**src/rtl/seg7_pkg.sv**
```systemverilog
// Shared seven-segment definitions: active-high glyph constants, the dp bit
// position, the segment byte type and the anode one-hot helper.
package seg7_pkg;

  typedef logic [7:0] seg_t;

  localparam int unsigned DP_BIT = 7;

  localparam logic [6:0] SEG_0 = 7'h3F;
  localparam logic [6:0] SEG_1 = 7'h06;
  localparam logic [6:0] SEG_2 = 7'h5B;
  localparam logic [6:0] SEG_3 = 7'h4F;
  localparam logic [6:0] SEG_4 = 7'h66;
  localparam logic [6:0] SEG_5 = 7'h6D;
  localparam logic [6:0] SEG_6 = 7'h7D;
  localparam logic [6:0] SEG_7 = 7'h07;
  localparam logic [6:0] SEG_8 = 7'h7F;
  localparam logic [6:0] SEG_9 = 7'h6F;
  localparam logic [6:0] SEG_A = 7'h77;
  localparam logic [6:0] SEG_B = 7'h7C;
  localparam logic [6:0] SEG_C = 7'h39;
  localparam logic [6:0] SEG_D = 7'h5E;
  localparam logic [6:0] SEG_E = 7'h79;
  localparam logic [6:0] SEG_F = 7'h71;

  // Active-high anode pattern for up to eight digits; callers truncate.
  function automatic logic [7:0] anode_onehot(input logic [2:0] idx);
    return 8'b1 << idx;
  endfunction

endpackage

```
**src/rtl/hex_to_seg7.sv**
```systemverilog
// Combinational hex nibble to active-high {g,f,e,d,c,b,a} segment decoder.
module hex_to_seg7
  import seg7_pkg::*;
(
  input  logic [3:0] i_nibble,
  output logic [6:0] o_seg_c
);

  always_comb begin
    o_seg_c = 7'h00;
    case (i_nibble)
      4'h0: o_seg_c = SEG_0;
      4'h1: o_seg_c = SEG_1;
      4'h2: o_seg_c = SEG_2;
      4'h3: o_seg_c = SEG_3;
      4'h4: o_seg_c = SEG_4;
      4'h5: o_seg_c = SEG_5;
      4'h6: o_seg_c = SEG_6;
      4'h7: o_seg_c = SEG_7;
      4'h8: o_seg_c = SEG_8;
      4'h9: o_seg_c = SEG_9;
      4'hA: o_seg_c = SEG_A;
      4'hB: o_seg_c = SEG_B;
      4'hC: o_seg_c = SEG_C;
      4'hD: o_seg_c = SEG_D;
      4'hE: o_seg_c = SEG_E;
      4'hF: o_seg_c = SEG_F;
      default: o_seg_c = 7'h00;
    endcase
  end

endmodule

```
**src/rtl/hex_display_scanner.sv**
```systemverilog
// Double-buffered N-digit hex scanner for a multiplexed seven-segment display.
// Optional LEADING_ZERO_BLANK_EN blanks leading zero digits (digit 0 always shown).
module hex_display_scanner
  import seg7_pkg::*;
#(
  parameter int unsigned N_DIGITS    = 4,
  parameter int unsigned REFRESH_DIV = 100000,
  parameter int unsigned ACTIVE_LOW  = 1
) (
  input  logic                  CLK,
  input  logic                  RESETN,
  input  logic [4*N_DIGITS-1:0] DATA_IN,
  input  logic [N_DIGITS-1:0]   DP_IN,
  input  logic                  LOAD,
  input  logic                  ENABLE,
  output logic [N_DIGITS-1:0]   SEG_SELECT_OUT,
  output seg_t                  HEX_OUT,
  output logic                  FRAME_DONE
);

  localparam int unsigned DATA_W   = 4 * N_DIGITS;
  localparam int unsigned CNT_W    = $clog2(REFRESH_DIV);
  localparam int unsigned IDX_W    = (N_DIGITS > 1) ? $clog2(N_DIGITS) : 1;
  localparam logic        INACTIVE = (ACTIVE_LOW != 0);

  logic [CNT_W-1:0]    r_cnt;
  logic [IDX_W-1:0]    r_idx;
  logic [DATA_W-1:0]   r_shd_data;
  logic [N_DIGITS-1:0] r_shd_dp;
  logic [DATA_W-1:0]   r_dsp_data;
  logic [N_DIGITS-1:0] r_dsp_dp;
  logic                r_pending;

  logic                w_tick;
  logic                w_last_digit;
  logic                w_wrap;
  logic [3:0]          w_nibble;
  logic                w_dp;
  logic [6:0]          w_seg7;
  logic                w_blank;
  logic [N_DIGITS-1:0] w_sel_nxt;
  seg_t                w_hex_nxt;

  assign w_tick       = (r_cnt == CNT_W'(REFRESH_DIV - 1));
  assign w_last_digit = (r_idx == IDX_W'(N_DIGITS - 1));
  assign w_wrap       = w_tick && w_last_digit;

  // Select the nibble and dp of the digit currently being scanned.
  always_comb begin
    w_nibble = 4'h0;
    w_dp     = 1'b0;
    for (int i = 0; i < int'(N_DIGITS); i++) begin
      if (r_idx == IDX_W'(i)) begin
        w_nibble = r_dsp_data[4*i +: 4];
        w_dp     = r_dsp_dp[i];
      end
    end
  end

  hex_to_seg7 u_hex_to_seg7 (
    .i_nibble (w_nibble),
    .o_seg_c  (w_seg7)
  );

`ifdef LEADING_ZERO_BLANK_EN
  logic [N_DIGITS-1:0] w_upper_zero;
  for (genvar g = 0; g < N_DIGITS; g++) begin : g_upper_zero
    assign w_upper_zero[g] = (r_dsp_data[DATA_W-1:4*g] == '0);
  end
  assign w_blank = (r_idx != '0) && w_upper_zero[r_idx];
`else
  assign w_blank = 1'b0;
`endif

  // Build the active-high view, then apply the board polarity.
  always_comb begin
    w_sel_nxt = '0;
    w_hex_nxt = '0;
    if (ENABLE) begin
      w_sel_nxt          = N_DIGITS'(anode_onehot(3'(r_idx)));
      w_hex_nxt[6:0]     = w_blank ? 7'h00 : w_seg7;
      w_hex_nxt[DP_BIT]  = w_dp;
    end
    if (INACTIVE) begin
      w_sel_nxt = ~w_sel_nxt;
      w_hex_nxt = ~w_hex_nxt;
    end
  end

  always_ff @(posedge CLK or negedge RESETN) begin
    if (!RESETN) begin
      r_cnt          <= '0;
      r_idx          <= '0;
      r_shd_data     <= '0;
      r_shd_dp       <= '0;
      r_dsp_data     <= '0;
      r_dsp_dp       <= '0;
      r_pending      <= 1'b0;
      FRAME_DONE     <= 1'b0;
      SEG_SELECT_OUT <= {N_DIGITS{INACTIVE}};
      HEX_OUT        <= {8{INACTIVE}};
    end else begin
      r_cnt <= w_tick ? '0 : r_cnt + CNT_W'(1);
      if (w_tick) begin
        r_idx <= w_last_digit ? '0 : r_idx + IDX_W'(1);
      end
      if (LOAD) begin
        r_shd_data <= DATA_IN;
        r_shd_dp   <= DP_IN;
      end
      // Commit uses the pre-load shadow; a coincident LOAD keeps pending set.
      if (w_wrap && r_pending) begin
        r_dsp_data <= r_shd_data;
        r_dsp_dp   <= r_shd_dp;
      end
      r_pending      <= LOAD || (r_pending && !w_wrap);
      FRAME_DONE     <= w_wrap;
      SEG_SELECT_OUT <= w_sel_nxt;
      HEX_OUT        <= w_hex_nxt;
    end
  end

endmodule

```
**config.mk**
```make
export PLATFORM = sky130hd
export DESIGN_NAME = hex_display_scanner
export DESIGN_NICKNAME = d
export VERILOG_FILES = /design/src/rtl/seg7_pkg.sv /design/src/rtl/hex_to_seg7.sv /design/src/rtl/hex_display_scanner.sv
export SDC_FILE = /design/constraint.sdc
export NUM_CORES = 1
export LEC_CHECK = 0
export ABC_AREA = 1
export BUFFER_PORTS_ARGS = -buffer_cell sky130_fd_sc_hd__buf_2
export CORE_UTILIZATION = 58
export CTS_CLUSTER_SIZE = 24
export DETAILED_ROUTE_END_ITERATION = 8
export GPL_TIMING_DRIVEN = 0
export HOLD_SLACK_MARGIN = 0.1
export PLACE_DENSITY = 0.78
export SKIP_LAST_GASP = 1
export SLEW_MARGIN = 40
export SYNTH_ARGS = -nofsm -noshare
export SYNTH_HDL_FRONTEND = slang
export SYNTH_SLANG_ARGS = --single-unit
```
**constraint.sdc**
```tcl
create_clock -name CLK -period 2.08 [get_ports CLK]
set_input_delay 0.104 -clock CLK [delete_from_list [all_inputs] [get_ports CLK]]
set_output_delay 0.104 -clock CLK [all_outputs]
set_load 0.005 [all_outputs]
```
; Word-level counts from Yosys, hierarchy flattened
; Memories as Yosys holds them, arrays and structs flattened.
; Cells that the tools add are included.
[word_totals]
ff_bits = 73
latchBits = 0
ram_bits = 0
mem_bits_ro = 112
inputBits = 24
output_inout_bits = 13
elab_cells = 38
n_memories = 1
[mem_list]
columns = memory, words, width, read_ports, rd_ports_with_merged_regs, write_ports, line_no
row1 = (no name shown), 16, 7, 1, 0, 0, hex_to_seg7.sv:11  ; case (i_nibble)
[classes]
n_addsub = 2
n_mul = 0
div_mod_pow = 0
magnitude_cmp = 0
eq_ne = 4
shift = 1
muxes = 12
n_bitwise = 2
reduce_logical = 6
[ops]
columns = cell, count
row1 = $mux W4, 5
row2 = $add A17 B1 Y17 const B, 1
row3 = $eq A17 B17 Y1 const B, 1
row4 = $mux W17, 1
row5 = $mux W8, 1
row6 = $not A8 Y8, 1
row7 = $eq A2 B2 Y1 const B, 2
row8 = $mux W1, 4
row9 = $not A4 Y4, 1
row10 = $shl A1 B2 Y4 const A, 1
row11 = $logic_and A1 B1 Y1, 3
row12 = $add A2 B1 Y2 const B, 1
row13 = $eq A2 B1 Y1 const B, 1
row14 = $logic_not A2 Y1, 1
row15 = $mux W2, 1
row16 = $logic_not A1 Y1, 1
row17 = $logic_or A1 B1 Y1, 1

; Depth between registers and ports, before layout
; An unclocked memory read counts as a cell.
[logic_depth]
depth_word = 8
mapped_depth = 14
mapped_depth_nobuf = 13

; By module
; A second synthesis with hierarchy kept.
[unflattened]
cells_unflattened = 439
hier_area_um2 = 3716.1
[by_module_without_submodules]
columns = module, n_inst, cells_each, area_per_inst_um2, seq_area_each_um2
row1 = hex_display_scanner, 1, 387, 3445.8, 1841.8
row2 = hex_to_seg7, 1, 52, 270.3, 0.0

; Worst setup path before layout
; No wires, ideal clock.
[synth_path]
kind = register -> register
startpoint = reg r_idx[0]
endpoint = reg HEX_OUT[1]
setup_ns = 0.077
arrival_time_ns = 1.747
t_required_ns = 2.003
setup_slack_ns = 0.256
stages_incl_launch_ff = 14
path_buffers = 1
period_less_slack_ns = 1.824
cell_sequence = dfrtp_1 > ha_1 > buf_2 > inv_1 > nand3_1 > nand2_1 > nand2_1 > nand2_1 > inv_1 > ha_1 > nand3_1 > nor2_1 > nor2_1 > nand2_1
[synth_via]
elab_chain_cells = 8
elab_cells_between_ends = 11
classes_between = 3 x eq/ne / 5 x mux / 1 x bitwise / 1 x reduce/logical / 1 x memory
[synth_rtl]
columns = element, line_no
row1 = from (decl), hex_display_scanner.sv:27  ; logic [IDX_W-1:0] r_idx;
row2 = from (signal assigned), hex_display_scanner.sv:105  ; r_idx <= w_last_digit ? '0 : r_idx + IDX_W'(1);
row3 = $logic_not A2 Y1, hex_display_scanner.sv:53  ; if (r_idx == IDX_W'(i)) begin
row4 = $mux W4 (3 in a row), hex_display_scanner.sv:53
row5 = $mux W4 (*), hex_display_scanner.sv:53
row6 = $mem_v2 Z16 W7 (*), -
row7 = $mux W8 (*), hex_display_scanner.sv:79  ; if (ENABLE) begin
row8 = $not A8 Y8 (*), hex_display_scanner.sv:86  ; w_hex_nxt = ~w_hex_nxt;
row9 = named net w_hex_nxt[1], hex_display_scanner.sv:42  ; seg_t w_hex_nxt;
row10 = to (signal assigned), hex_display_scanner.sv:101  ; HEX_OUT <= {8{INACTIVE}};
row11 = to (signal assigned), hex_display_scanner.sv:119  ; HEX_OUT <= w_hex_nxt;
row12 = to (decl), hex_display_scanner.sv:17  ; output seg_t HEX_OUT,
; The timed path passes the listed nets; every way through them passes the cells marked *.
; A chain may end at the register's enable or synchronous reset.

; Final worst setup path
[layout_path]
startpoint = reg r_idx[1]
endpoint = reg HEX_OUT[0]
; The elaborated chain is that of the path after synthesis.

==> results.cfg <==
[worst_setup_path]
cp-start-kind = flop
arrival_ns = 2.30
critPathRequiredTime_ns = 2.37
endpoint_kind = flop
critical_path_class = flop to flop
r2r_slack_ns = 0.06
critPathMaxFanout = 5

[route]
firstDrtPassIters = 6
ant_nets = 0
vias = 2927
wire_per_inst_um = 13.76
drt_iter0_markers = 193
drt-vias-per-instance = 5.264
drc = 0
wl_um = 7649

[floorplanning]
num_io_pins = 37
rows = 28
die_w_um = 80.55
dieArea_sq_mm = 0.006488
start_util_pct = 60.44
die_h_um = 80.55
coreArea_sq_mm = 0.005921

[finish]
diodes = 0
final_nets = 511
mostFrequentLayoutCell = nand2_1
nFillCells = 415
post-route-util_pct = 75.46
drive_above_1_share_pct = 27.23
fin_cells = 556
mostFrequentLayoutCells = 95 x nand2_1, 61 x dfrtp_1, 54 x nand3_1
syn_to_final_growth_pct = 24.86

[place]
dp_hpwl_um = 5031
gp_congestion = 0.8563
portBuffers = 36
place_inst = 511

[global_route]
grt_max_degree = 45
antenna_found_initial = 0
grt_pass1_vias = 2724
grtUsageTotal_pct = 25.23
grt_pass1_wl_um = 12270
gr-total-overflow = 0

[synth]
yosysSeqAreaShare_pct = 51.47
synth_cell_type_count = 33
syn_inst = 399
synth-seq-cells = 73
syn_nets = 434
netlist_area_sq_mm = 0.003578
yosys_warnings = 0
syn_area_per_cell_sq_um = 8.969

[pwr]
powerDensity_mw_per_mm2 = 647.4
irDropWorstVdd_v = 0.0007884
power_leakage_nw = 2.221

[timing]
fin_crit_ns = 2.015
slew_headroom_pct = 61.11
tns_ns = 0
maxSlewViolCount = 0
finalSetupViolCount = 0
tightest_slew_ns = 0.5821
fmax_mhz = 496.2
rsz0062_at_grt = yes
report.final.hold_viol_count = 0
clock_skew_ns = 0.01267
period_share_pct = 96.89

[clocking]
clock_path_buffers = 2
clk_latency_ns = 0.36
clk_pin_slew_ns = 0.08
cts_made_buffers = 9
cts_tree = done
h-tree-depth = 3
cts_root_buffer = clkbuf_8
clock_sinks = 73

[run_status]
status = completed

[hold_path]
hp-class = input port to asynchronous set/reset pin

[flow_run]
drv_cap = 0
-- area by class of cell --
cell class | count | area [sq um] | share of cell area (%)
tap | 75 | 93.84 | 2.100
clock inverter | 6 | 91.34 | 2.044
timing repair buffer | 66 | 479.2 | 10.73
inverter | 41 | 162.7 | 3.640
clock buffer | 10 | 127.6 | 2.856
buffer | 13 | 97.59 | 2.184
sequential | 73 | 1842 | 41.22
multi-input combinational | 272 | 1574 | 35.23
-- worst paths after layout --
kind / end / cells after the start / from
min in group CLK: r_pending / 3 / LOAD
worst max-delay path: HEX_OUT[0] / 13 / r_idx[1]
max in group asynchronous: r_shd_data[12] / 3 / RESETN
worst max register to register: HEX_OUT[0] / 13 / r_idx[1]
worst min-delay path: r_cnt[6] / 2 / RESETN
worst min register to register: HEX_OUT[7] / 1 / r_dsp_dp[3]
-- cell usage after synthesis --
cell,count,area [sq um]
inv_1,38,142.6
o21ai_0,7,35.03
nand2_1,98,367.9
o31ai_1,1,7.510
o21bai_1,1,7.510
nor2_2,3,18.77
nor2_1,34,127.6
dfrtp_1,61,1526
clkbuf_1,5,18.77
xor2_1,6,52.55
nor2_8,1,20.02
clkinv_2,1,5.000
or2_2,2,12.51
inv_2,2,7.510
nand3_4,1,17.52
buf_6,4,45.04
nand2_2,2,12.51
buf_2,4,20.02
dfstp_2,12,315.3
nor3_2,1,10.01
nor2_4,1,11.26
nand3_1,58,290.3
nor4_1,1,6.260
a21boi_1,1,7.510
nor3_1,6,30.03
o211ai_1,1,7.510
nand4_1,2,12.51
mux2_2,20,225.2
nand3b_1,1,7.510
a21oi_1,11,55.05
ha_1,11,137.6
and2_1,1,6.260
nand2_4,1,11.26
-- through the flow --
stage	hold slack [ns]	total power (W)	setup WS [ns]	cell area (sq um)
after floorplan	-0.1916	0.001567	0.2558	3578
after global placement	0.3356	0.001628	0.01576	3852
after detailed placement	-0.008340	0.001642	-0.06193	3879
after CTS	0.1773	0.002898	-0.003712	4329
after global routing	0.2212	0.002965	-0.05371	4468
final	0.1763	0.002893	0.06478	4468
-- per-layer routing --
layer  wire [um]  vias up  GRT usage (%)  share of wire [%]
met5           0        -              0                  0
met4         194        0          13.21                2.5
met3         353       20          4.091                4.6
met2        3721      102          41.36                 49
met1        3380     1366          31.97                 44
li1            -     1439              -                  -
-- kinds of logic after synthesis --
kind of cell	after synthesis	share of synthesized area (%)
fa+ha+maj	11	3.846
flops	73	51.47
compound gates	22	3.357
xor+xnor	6	1.469
mux	20	6.294
buf+inv	54	6.678
simple gates	213	26.89
-- report_power, final --
| group | internal (W) | switching, W | leakage, nW |
|---|---|---|---|
| Clock | 0.000682 | 0.000561 | 0.111 |
| Combinational | 0.0000919 | 0.0000646 | 1.20 |
| Sequential | 0.00147 | 0.0000229 | 0.913 |
-- registers in the layout, indices dropped and copies added (netlist names), 2 cells and up --
name and count:
r_cnt 17, r_dsp_data 16, r_shd_data 16, HEX_OUT 8
SEG_SELECT_OUT 4, r_dsp_dp 4, r_shd_dp 4, r_idx 2
-- worst max-delay path, stage by stage, from the launching register on --
cell     delay, ns
dfrtp_1       0.42
buf_4         0.16
ha_4          0.16
buf_6         0.13
inv_4         0.07
nor2_2        0.03
nor2_1        0.10
nand2_1       0.07
nand2_2       0.12
ha_1          0.27
inv_1         0.08
nand3_1       0.11
nand3_1       0.10
nand3_1       0.12
-- timing repair --
action / CTS / global route
hold endpoints to repair: 95 / 0
hold buffers: 23 / 0
resized for setup: 3 / 28
buffers inserted: 0 / 5
pin swaps: 0 / 4
endpoints found under the setup margin: 4 / 7
cloned: 0 / 1
Power figures use the tool's default switching activity.
